[src/rtl/cpu_types_pkg.sv]
// Shared CPU types: register index and pipeline controller state encoding.
// No logic; imported by the controller, its interface and the hazard detector.
package cpu_types_pkg;

    typedef logic [4:0] regbits_t;

    typedef enum logic [1:0] {
        RUN        = 2'd0,
        LOAD_STALL = 2'd1,
        MEM_WAIT   = 2'd2,
        HALTED     = 2'd3
    } pctrl_state_t;

    localparam logic [15:0] STALL_MAX = 16'hFFFF;

endpackage

[src/rtl/pipeline_ctrl_if.sv]
// Bundle of hazard inputs and latch-control outputs for the pipeline controller.
// Pure wiring; ctrl is the controller side, tb drives the hazard inputs.
interface pipeline_ctrl_if;
    import cpu_types_pkg::*;

    logic         ihit;
    logic         dhit;
    logic         exmem_dREN;
    logic         exmem_dWEN;
    logic         exmem_redirect;
    logic         exmem_halt;
    logic         idex_memread;
    regbits_t     idex_rt;
    regbits_t     ifid_rs;
    regbits_t     ifid_rt;

    logic         pc_enable;
    logic         ifid_enable;
    logic         idex_enable;
    logic         exmem_enable;
    logic         memwb_enable;
    logic         ifid_flush;
    logic         idex_flush;
    logic         exmem_flush;
    logic         halt;
    pctrl_state_t state;
    logic [15:0]  stall_cycles;

    modport ctrl (
        input  ihit, dhit, exmem_dREN, exmem_dWEN, exmem_redirect, exmem_halt,
               idex_memread, idex_rt, ifid_rs, ifid_rt,
        output pc_enable, ifid_enable, idex_enable, exmem_enable, memwb_enable,
               ifid_flush, idex_flush, exmem_flush, halt, state, stall_cycles
    );

    modport tb (
        output ihit, dhit, exmem_dREN, exmem_dWEN, exmem_redirect, exmem_halt,
               idex_memread, idex_rt, ifid_rs, ifid_rt,
        input  pc_enable, ifid_enable, idex_enable, exmem_enable, memwb_enable,
               ifid_flush, idex_flush, exmem_flush, halt, state, stall_cycles
    );

endinterface

[src/rtl/load_use_detect.sv]
// Load-use hazard compare: load in EX writes a register the ID instruction reads.
// Combinational, zero latency; $0 is never a hazard since it is hardwired.
module load_use_detect
    import cpu_types_pkg::*;
(
    input  logic     idex_memread,
    input  regbits_t idex_rt,
    input  regbits_t ifid_rs,
    input  regbits_t ifid_rt,
    output logic     hazard
);

    assign hazard = idex_memread && (idex_rt != 5'd0) &&
                    ((idex_rt == ifid_rs) || (idex_rt == ifid_rt));

endmodule

[src/rtl/pipeline_ctrl.sv]
// Pipeline hazard controller: PC/latch enables and flushes, halt, stall counter.
// Outputs combinational from state and inputs (zero latency); stalls by dropping enables.
module pipeline_ctrl
    import cpu_types_pkg::*;
(
    input  logic          CLK,
    input  logic          nRST,
    pipeline_ctrl_if.ctrl pcif
);

    pctrl_state_t state_q, state_d;
    logic [15:0]  stall_q;
    logic         hazard;
    logic         mem_busy;

    logic pc_en, ifid_en, idex_en, exmem_en, memwb_en;
    logic ifid_fl, idex_fl, exmem_fl;

    load_use_detect u_lud (
        .idex_memread (pcif.idex_memread),
        .idex_rt      (pcif.idex_rt),
        .ifid_rs      (pcif.ifid_rs),
        .ifid_rt      (pcif.ifid_rt),
        .hazard       (hazard)
    );

    assign mem_busy = (pcif.exmem_dREN || pcif.exmem_dWEN) && !pcif.dhit;

    always_ff @(posedge CLK) begin
        if (!nRST) begin
            state_q <= RUN;
        end else begin
            state_q <= state_d;
        end
    end

    always_comb begin
        state_d  = RUN;
        pc_en    = 1'b1;
        ifid_en  = 1'b1;
        idex_en  = 1'b1;
        exmem_en = 1'b1;
        memwb_en = 1'b1;
        ifid_fl  = 1'b0;
        idex_fl  = 1'b0;
        exmem_fl = 1'b0;

        case (state_q)
            HALTED: begin
                state_d = HALTED;
                {pc_en, ifid_en, idex_en, exmem_en, memwb_en} = '0;
            end
            MEM_WAIT: begin
                if (pcif.exmem_halt) begin
                    state_d = HALTED;
                    {pc_en, ifid_en, idex_en, exmem_en, memwb_en} = '0;
                end else if (!pcif.dhit) begin
                    state_d = MEM_WAIT;
                    {pc_en, ifid_en, idex_en, exmem_en, memwb_en} = '0;
                end
            end
            default: begin
                if (pcif.exmem_halt) begin
                    state_d = HALTED;
                    {pc_en, ifid_en, idex_en, exmem_en, memwb_en} = '0;
                end else if (mem_busy) begin
                    state_d = MEM_WAIT;
                    {pc_en, ifid_en, idex_en, exmem_en, memwb_en} = '0;
                end else if (pcif.exmem_redirect) begin
                    ifid_fl  = 1'b1;
                    idex_fl  = 1'b1;
                    exmem_fl = 1'b1;
                // The bubble for a load is already in flight while in LOAD_STALL.
                end else if (hazard && (state_q == RUN)) begin
                    state_d = LOAD_STALL;
                    pc_en   = 1'b0;
                    ifid_en = 1'b0;
                    idex_fl = 1'b1;
                end else if (!pcif.ihit) begin
                    pc_en   = 1'b0;
                    ifid_fl = 1'b1;
                end
            end
        endcase
    end

    // A flushed latch never also updates with the incoming data.
    assign pcif.pc_enable    = pc_en;
    assign pcif.ifid_enable  = ifid_en  && !ifid_fl;
    assign pcif.idex_enable  = idex_en  && !idex_fl;
    assign pcif.exmem_enable = exmem_en && !exmem_fl;
    assign pcif.memwb_enable = memwb_en;
    assign pcif.ifid_flush   = ifid_fl;
    assign pcif.idex_flush   = idex_fl;
    assign pcif.exmem_flush  = exmem_fl;

    always_ff @(posedge CLK) begin
        if (!nRST) begin
            stall_q <= '0;
        end else if ((state_q != HALTED) && !pc_en && (stall_q != STALL_MAX)) begin
            stall_q <= stall_q + 16'd1;
        end
    end

    assign pcif.halt         = (state_q == HALTED);
    assign pcif.state        = state_q;
    assign pcif.stall_cycles = stall_q;

endmodule
[src/flat_wrapper.sv]
// flat-port wrapper written by rule: the top's interface ports become plain ports
module pipeline_ctrl_flat import cpu_types_pkg::*;
  (CLK, nRST, pcif_ihit, pcif_dhit, pcif_exmem_dREN, pcif_exmem_dWEN, pcif_exmem_redirect, pcif_exmem_halt, pcif_idex_memread, pcif_idex_rt, pcif_ifid_rs, pcif_ifid_rt, pcif_pc_enable, pcif_ifid_enable, pcif_idex_enable, pcif_exmem_enable, pcif_memwb_enable, pcif_ifid_flush, pcif_idex_flush, pcif_exmem_flush, pcif_halt, pcif_state, pcif_stall_cycles);
  pipeline_ctrl_if pcif_i ();
  input  logic CLK;
  input  logic nRST;
  input wire logic [$bits(pcif_i.ihit)-1:0] pcif_ihit;
  input wire logic [$bits(pcif_i.dhit)-1:0] pcif_dhit;
  input wire logic [$bits(pcif_i.exmem_dREN)-1:0] pcif_exmem_dREN;
  input wire logic [$bits(pcif_i.exmem_dWEN)-1:0] pcif_exmem_dWEN;
  input wire logic [$bits(pcif_i.exmem_redirect)-1:0] pcif_exmem_redirect;
  input wire logic [$bits(pcif_i.exmem_halt)-1:0] pcif_exmem_halt;
  input wire logic [$bits(pcif_i.idex_memread)-1:0] pcif_idex_memread;
  input wire logic [$bits(pcif_i.idex_rt)-1:0] pcif_idex_rt;
  input wire logic [$bits(pcif_i.ifid_rs)-1:0] pcif_ifid_rs;
  input wire logic [$bits(pcif_i.ifid_rt)-1:0] pcif_ifid_rt;
  output wire logic [$bits(pcif_i.pc_enable)-1:0] pcif_pc_enable;
  output wire logic [$bits(pcif_i.ifid_enable)-1:0] pcif_ifid_enable;
  output wire logic [$bits(pcif_i.idex_enable)-1:0] pcif_idex_enable;
  output wire logic [$bits(pcif_i.exmem_enable)-1:0] pcif_exmem_enable;
  output wire logic [$bits(pcif_i.memwb_enable)-1:0] pcif_memwb_enable;
  output wire logic [$bits(pcif_i.ifid_flush)-1:0] pcif_ifid_flush;
  output wire logic [$bits(pcif_i.idex_flush)-1:0] pcif_idex_flush;
  output wire logic [$bits(pcif_i.exmem_flush)-1:0] pcif_exmem_flush;
  output wire logic [$bits(pcif_i.halt)-1:0] pcif_halt;
  output wire logic [$bits(pcif_i.state)-1:0] pcif_state;
  output wire logic [$bits(pcif_i.stall_cycles)-1:0] pcif_stall_cycles;
  assign pcif_i.ihit = pcif_ihit;
  assign pcif_i.dhit = pcif_dhit;
  assign pcif_i.exmem_dREN = pcif_exmem_dREN;
  assign pcif_i.exmem_dWEN = pcif_exmem_dWEN;
  assign pcif_i.exmem_redirect = pcif_exmem_redirect;
  assign pcif_i.exmem_halt = pcif_exmem_halt;
  assign pcif_i.idex_memread = pcif_idex_memread;
  assign pcif_i.idex_rt = pcif_idex_rt;
  assign pcif_i.ifid_rs = pcif_ifid_rs;
  assign pcif_i.ifid_rt = pcif_ifid_rt;
  assign pcif_pc_enable = pcif_i.pc_enable;
  assign pcif_ifid_enable = pcif_i.ifid_enable;
  assign pcif_idex_enable = pcif_i.idex_enable;
  assign pcif_exmem_enable = pcif_i.exmem_enable;
  assign pcif_memwb_enable = pcif_i.memwb_enable;
  assign pcif_ifid_flush = pcif_i.ifid_flush;
  assign pcif_idex_flush = pcif_i.idex_flush;
  assign pcif_exmem_flush = pcif_i.exmem_flush;
  assign pcif_halt = pcif_i.halt;
  assign pcif_state = pcif_i.state;
  assign pcif_stall_cycles = pcif_i.stall_cycles;
  pipeline_ctrl u_core (.CLK(CLK), .nRST(nRST), .pcif(pcif_i));
endmodule
[config.mk]
export PLATFORM = sky130hd
export DESIGN_NAME = pipeline_ctrl_flat
export DESIGN_NICKNAME = d
export VERILOG_FILES = /design/src/rtl/cpu_types_pkg.sv /design/src/rtl/pipeline_ctrl_if.sv /design/src/rtl/load_use_detect.sv /design/src/rtl/pipeline_ctrl.sv /design/src/flat_wrapper.sv
export SDC_FILE = /design/constraint.sdc
export NUM_CORES = 1
export LEC_CHECK = 0
export ABC_AREA = 1
export CAP_MARGIN = 25
export CORE_MARGIN = 2
export CORE_UTILIZATION = 29
export CTS_CLUSTER_DIAMETER = 30
export DETAILED_ROUTE_END_ITERATION = 12
export SLEW_MARGIN = 5
export SYNTH_ARGS = -nofsm -noshare
export SYNTH_HDL_FRONTEND = slang
export SYNTH_SLANG_ARGS = --single-unit
[constraint.sdc]
create_clock -name CLK -period 2.05 [get_ports CLK]
set_input_delay 0.205 -clock CLK [delete_from_list [all_inputs] [get_ports CLK]]
set_output_delay 0.205 -clock CLK [all_outputs]
set_load 0.005 [all_outputs]
# Yosys cells after proc, flatten, opt, wreduce, memory -nomap -nowiden
# Index checks and enable logic that the tools add are counted.
[op_classes]
add_sub_neg = 1
n_eq_ne = 6
muxes = 38
reduce_logical = 19
[op_table]
columns = ["cell", "n"]
rows = [
  ["2-to-1 mux 1 bit", 29],
  ["adder 16 x 1 -> 16 bit (second input constant)", 1],
  ["inequality test 16 bit (second input constant)", 1],
  ["equality test 5 bit", 2],
  ["2-to-1 mux 2 bit", 5],
  ["logical AND 1 bit", 9],
  ["one-hot mux 1 bit (2 select lines)", 3],
  ["logical NOT 1 bit", 5],
  ["nonzero test 5 bit", 1],
  ["equality test 2 bit (second input constant)", 2],
  ["one-hot mux 2 bit (2 select lines)", 1],
  ["logical NOT 2 bit", 1],
  ["logical OR 1 bit", 2],
  ["inequality test 2 bit (second input constant)", 1],
  ["OR reduction 2 bit", 1],
]
[word_totals]
ff_bits = 18
in_bits = 24

# Depth between registers and ports, before layout
# Gate-level depths: netlist of the first run.
[depth]
word_depth = 12
mapped_depth = 14
depth_no_buf = 13

# Cells and area by module
# From an unflattened synthesis of the first run, not the netlist that was laid out.
[hier_totals]
cells_unflattened = 235
hier_area_um2 = 1455.1
[by_module_without_submodules]
columns = ["mod", "n_inst", "cells_each", "area_each_um2", "seq_area_each_um2"]
rows = [
  ["pipeline_ctrl", 1, 190, 1260.0, 360.3],
  ["load_use_detect", 1, 45, 195.2, 0.0],
]

# Worst setup path before layout of the first run
# Ideal clock, no wire load.
[synth_timing]
path_type = "flip-flop to flip-flop"
start = "register u_core.stall_q[0] (netlist: u_core.pcif.stall_cycles[0])"
end = "register u_core.stall_q[7] (netlist: u_core.pcif.stall_cycles[7])"
arrival_time_ns = 1.600
t_required_ns = 1.980
slack_ns = 0.380
path_stages_with_launch = 11
n_path_buf = 1
path_cell_list = "dfxtp_1 ha_1 nand2_2 nor2_4 nand2_2 nor3_4 a31oi_4 nand2_4 buf_12 nand2_1 a21oi_2"
[synth_between]
elab_chain_cells = 2
elab_cells_between_ends = 3
[synth_rtl]
columns = ["item", "line", "source"]
rows = [
  ["start, declared", "pipeline_ctrl.sv:12", "logic [15:0] stall_q;"],
  ["start signal, assigned", "pipeline_ctrl.sv:101", "stall_q <= stall_q + 16'd1;"],
  ["parallel branches: the longest is 2 deep, another holds adder 16 x 1 -> 16 bit", "-", ""],
]
# Several ways; the timed one is not identified.
# A chain may end at the register's enable or synchronous reset.

# Worst setup path in the final report of the first run
[layout_timing]
start = "input port pcif_exmem_dWEN"
end = "output port pcif_exmem_flush"
[layout_between]
elab_chain_cells = 5
[layout_rtl]
columns = ["item", "line", "source"]
rows = [
  ["start, declared", "flat_wrapper.sv:10", "input wire logic [$bits(pcif_i.exmem_dWEN)-1:0] pcif_exmem_dWEN;"],
  ["logical OR 1 bit", "pipeline_ctrl.sv:27", "assign mem_busy = (pcif.exmem_dREN || pcif.exmem_dWEN) && !pcif.dhit;"],
  ["logical AND 1 bit", "pipeline_ctrl.sv:27", ""],
  ["2-to-1 mux 1 bit", "pipeline_ctrl.sv:66", "end else if (mem_busy) begin"],
  ["2-to-1 mux 1 bit", "pipeline_ctrl.sv:63", "if (pcif.exmem_halt) begin"],
  ["2-to-1 mux 1 bit", "pipeline_ctrl.sv:48", "case (state_q)"],
  ["end, declared", "flat_wrapper.sv:24", "output wire logic [$bits(pcif_i.exmem_flush)-1:0] pcif_exmem_flush;"],
]
# Every way passes these cells.

==> results of run 1 <==
[placed cells by master, fill, tap and decap left out]
cell | Yosys | layout
xor2_1 | 7 | 7
buf_12 | 1 | 1
dfxtp_2 | 0 | 1
nand2_1 | 46 | 45
xnor2_1 | 9 | 9
nand2_4 | 2 | 1
nor2_2 | 1 | 2
dlygate4sd2_1 | 0 | 8
clkbuf_8 | 0 | 3
a21oi_1 | 8 | 8
inv_2 | 4 | 4
nand2_2 | 11 | 12
inv_1 | 29 | 29
nand3_1 | 28 | 27
o21ai_1 | 0 | 2
nand2_8 | 0 | 1
nor2_4 | 1 | 1
clkdlybuf4s50_1 | 0 | 38
a21oi_2 | 9 | 9
clkinv_1 | 1 | 1
nand3b_1 | 1 | 1
a31oi_4 | 1 | 1
nor4_1 | 2 | 1
a31oi_1 | 1 | 1
dfxtp_1 | 18 | 17
nor4_2 | 0 | 1
nor2_1 | 22 | 21
o21ai_0 | 4 | 1
nor3_4 | 1 | 1
buf_4 | 0 | 17
nand4_1 | 2 | 2
nor3_1 | 2 | 2
ha_1 | 1 | 1
nand3_2 | 1 | 2
o21ai_2 | 0 | 1
dlymetal6s2s_1 | 0 | 4
[layer usage]
metal	wire [um]	up-vias	track usage [%]	part of all wire, %
li1	-	816	-	-
met1	1850	693	18.68	47
met2	1888	31	27.08	48
met3	165	2	2.575	4.2
met4	25	0	2.424	0.64
met5	0	-	0	0
[flip-flops by register name, summed over array words and instances, names as in the netlist]
| signal | cells |
|---|---|
| u_core.pcif.state | 2 |
| u_core.pcif.stall_cycles | 16 |
[through the flow]
step,setup slack (ns),cell area [um2],std cells,setup TNS (ns),hold WS [ns]
3_5_place_dp,-0.1838,2097,345,-1.998,0.4988
6_report,0.1004,2183,350,0,0.5123
4_1_cts,0.006719,2148,350,0,0.5149
5_1_grt,0.01491,2183,350,0,0.5481
2_1_floorplan,0.3798,1420,216,0,0.3777
3_3_place_gp,-0.1547,2097,345,-1.483,0.4995
[critical path, stage by stage]
cell             delay [ns]
clkdlybuf4s50_1        0.42
o21ai_2                0.21
nand3_2                0.13
buf_4                  0.16
nor2_1                 0.10
clkdlybuf4s50_1        0.52
[worst max-delay path by stage]
stage,from,endpoint,depth (start not counted)
after global placement,pcif_idex_rt[1],pcif_ifid_enable,13
after CTS,pcif_ifid_rs[3],pcif_idex_enable,11
final,pcif_exmem_dWEN,pcif_exmem_flush,6
after detailed placement,pcif_idex_rt[1],pcif_ifid_enable,13
after global routing,pcif_dhit,pcif_exmem_flush,7
after floorplan,u_core.pcif.stall_cycles[0],u_core.pcif.stall_cycles[7],10
[area by class of cell]
| type | instances | area [um2] | area share (%) |
|---|---|---|---|
| Inverter | 34 | 127.6 | 5.845 |
| Tap cell | 67 | 83.83 | 3.840 |
| Sequential cell | 18 | 361.6 | 16.56 |
| Multi-Input combinational cell | 160 | 920.9 | 42.18 |
| Timing Repair Buffer | 68 | 648.1 | 29.68 |
| Clock buffer | 3 | 41.29 | 1.891 |
[where the power goes]
part	total (W)	switching, W	internal [W]
combinational	0.000260	0.000126	0.000135
sequential	0.000366	0.00000615	0.000360
clock	0.000250	0.000120	0.000131
total	0.000876	0.000251	0.000625
[what timing repair did]
item | CTS | global route
resized for setup | 11 | 11
endpoints found under the setup margin | 6 | 22
pin swaps | 5 | 3
setup buffers | 2 | 1
[cells by family after synthesis]
logic type	count (synthesis)	share of synthesized area (%)
adder cells (fa/ha/maj)	1	0.8809
AO/OA/AOI/OAI	23	11.72
AND/OR/NAND/NOR	120	40.35
XOR/XNOR	16	9.868
buffers and inverters	38	11.80
flip-flops	18	25.37
==> impl_metrics.json, run 1 <==
{
  "crit_fanout": 4,
  "h-tree-depth": 1,
  "period_minus_slack_ns": 1.950,
  "syn_avg_cell_area_um2": 6.575,
  "ys_warn_count": 0,
  "yosys.area.top_type": "dfxtp_1",
  "clock_sinks": 18,
  "die_w_um": 73.98,
  "synthTopCellsByArea": "dfxtp_1 (25%), nand2_1 (12%), nand3_1 (9.9%), inv_1 (7.7%), nor2_1 (5.8%)",
  "syn-num-nets": 241,
  "r2r_end": "u_core.pcif.stall_cycles[8]",
  "post_drt_wl_per_cell_um": 11.23,
  "power.density_nw_per_um2": 401.3,
  "reg2regPathDepth": 9,
  "initial_core_util_pct": 30.07,
  "post-route-period-util_pct": 95.10,
  "required_ns": 1.85,
  "clock-root-buffer": "clkbuf_8",
  "critical_path_arrival_ns": 1.74,
  "vias_per_cell": 4.406,
  "maxCapViolations": 0,
  "final.fill_count": 486,
  "cts_buffer_depth": 2,
  "rsz0062_at_grt": "no",
  "ant_nets": 0,
  "synth_edf_count": 0,
  "hold_buffers": 0,
  "drtIter0Drc": 70,
  "syn_inst": 216,
  "yosysMostFrequentCell": "nand2_1",
  "core_um2": 4723,
  "holdCritStartpoint": "u_core.pcif.stall_cycles[3]",
  "hold_depth": 2,
  "num_antenna_cells": 0,
  "drc": 0,
  "post-route-util_pct": 46.23,
  "rows": 25,
  "finalHoldViolations": 0,
  "cts.clk_slew.worst_paths_ns": 0.07,
  "rrSetupSlack_ns": 0.24,
  "die_h_um": 73.98,
  "ys_seq_area_share_pct": 25.37,
  "hp-class": "reg2reg",
  "die_area_um2": 5473,
  "insertion_delay_ns": 0.25,
  "setup_viol": 0,
  "drt_pass1_iterations": 4,
  "r2r-start": "u_core.pcif.stall_cycles[0]",
  "nets": 310,
  "outcome": "finished clean",
  "total_power_w": 0.0008762,
  "worstHoldEndpoint": "u_core.pcif.stall_cycles[3]",
  "drive_gt1_share_pct": 20.49,
  "synth_ff_type": "dfxtp_1",
  "synth_common_cells": "nand2_1 (46), inv_1 (29), nand3_1 (28)",
  "grt_pass1_wl_um": 6458,
  "wirelength_um": 3929,
  "dpl.hpwl_um": 2892,
  "cp-start-kind": "input port",
  "grtUsageTotal_pct": 14.89,
  "fmax_ghz": 0.5129,
  "synth_top_area_share_pct": 25.37,
  "clock_skew_ns": 0.001774,
  "place_congestion": 0.8396,
  "synth.distinct_cells": 29,
  "ir_worst_vdd_mv": 0.2524,
  "grt_pass1_vias": 1483,
  "syn2layout_area_growth_pct": 53.74,
  "slew_violations": 0,
  "port_buffers": 50,
  "netlist_area_um2": 1420,
  "antenna_found_initial": 0,
  "cts_made_buffers": 3,
  "async_flop_share_pct": 0,
  "vias": 1542,
  "critical_path_class": "in2out",
  "slew-limit-headroom_pct": 69.52,
  "cts_tree": "done",
  "grt_max_degree": 19,
  "grt_overflow_total": 0,
  "crit_path_end_kind": "output pin",
  "worst_pin_slew_ns": 0.4572,
  "io_pins": 51,
  "p_leak_nw": 1.000,
  "ys_seq_elements": 18
}
Power figures use the tool's default switching activity.
==> run 2, diff against run 1 <==
--- a/config.mk
+++ b/config.mk
@@ -6,11 +6,13 @@
 export NUM_CORES = 1
 export LEC_CHECK = 0
 export ABC_AREA = 1
+export ABC_CLOCK_PERIOD_IN_PS = 2050
 export CAP_MARGIN = 25
 export CORE_MARGIN = 2
 export CORE_UTILIZATION = 29
 export CTS_CLUSTER_DIAMETER = 30
 export DETAILED_ROUTE_END_ITERATION = 12
+export GPL_ROUTABILITY_DRIVEN = 0
 export SLEW_MARGIN = 5
 export SYNTH_ARGS = -nofsm -noshare
 export SYNTH_HDL_FRONTEND = slang
==> results of run 2 <==
No change in the layout: final DEF, timing and power equal those of run 1.
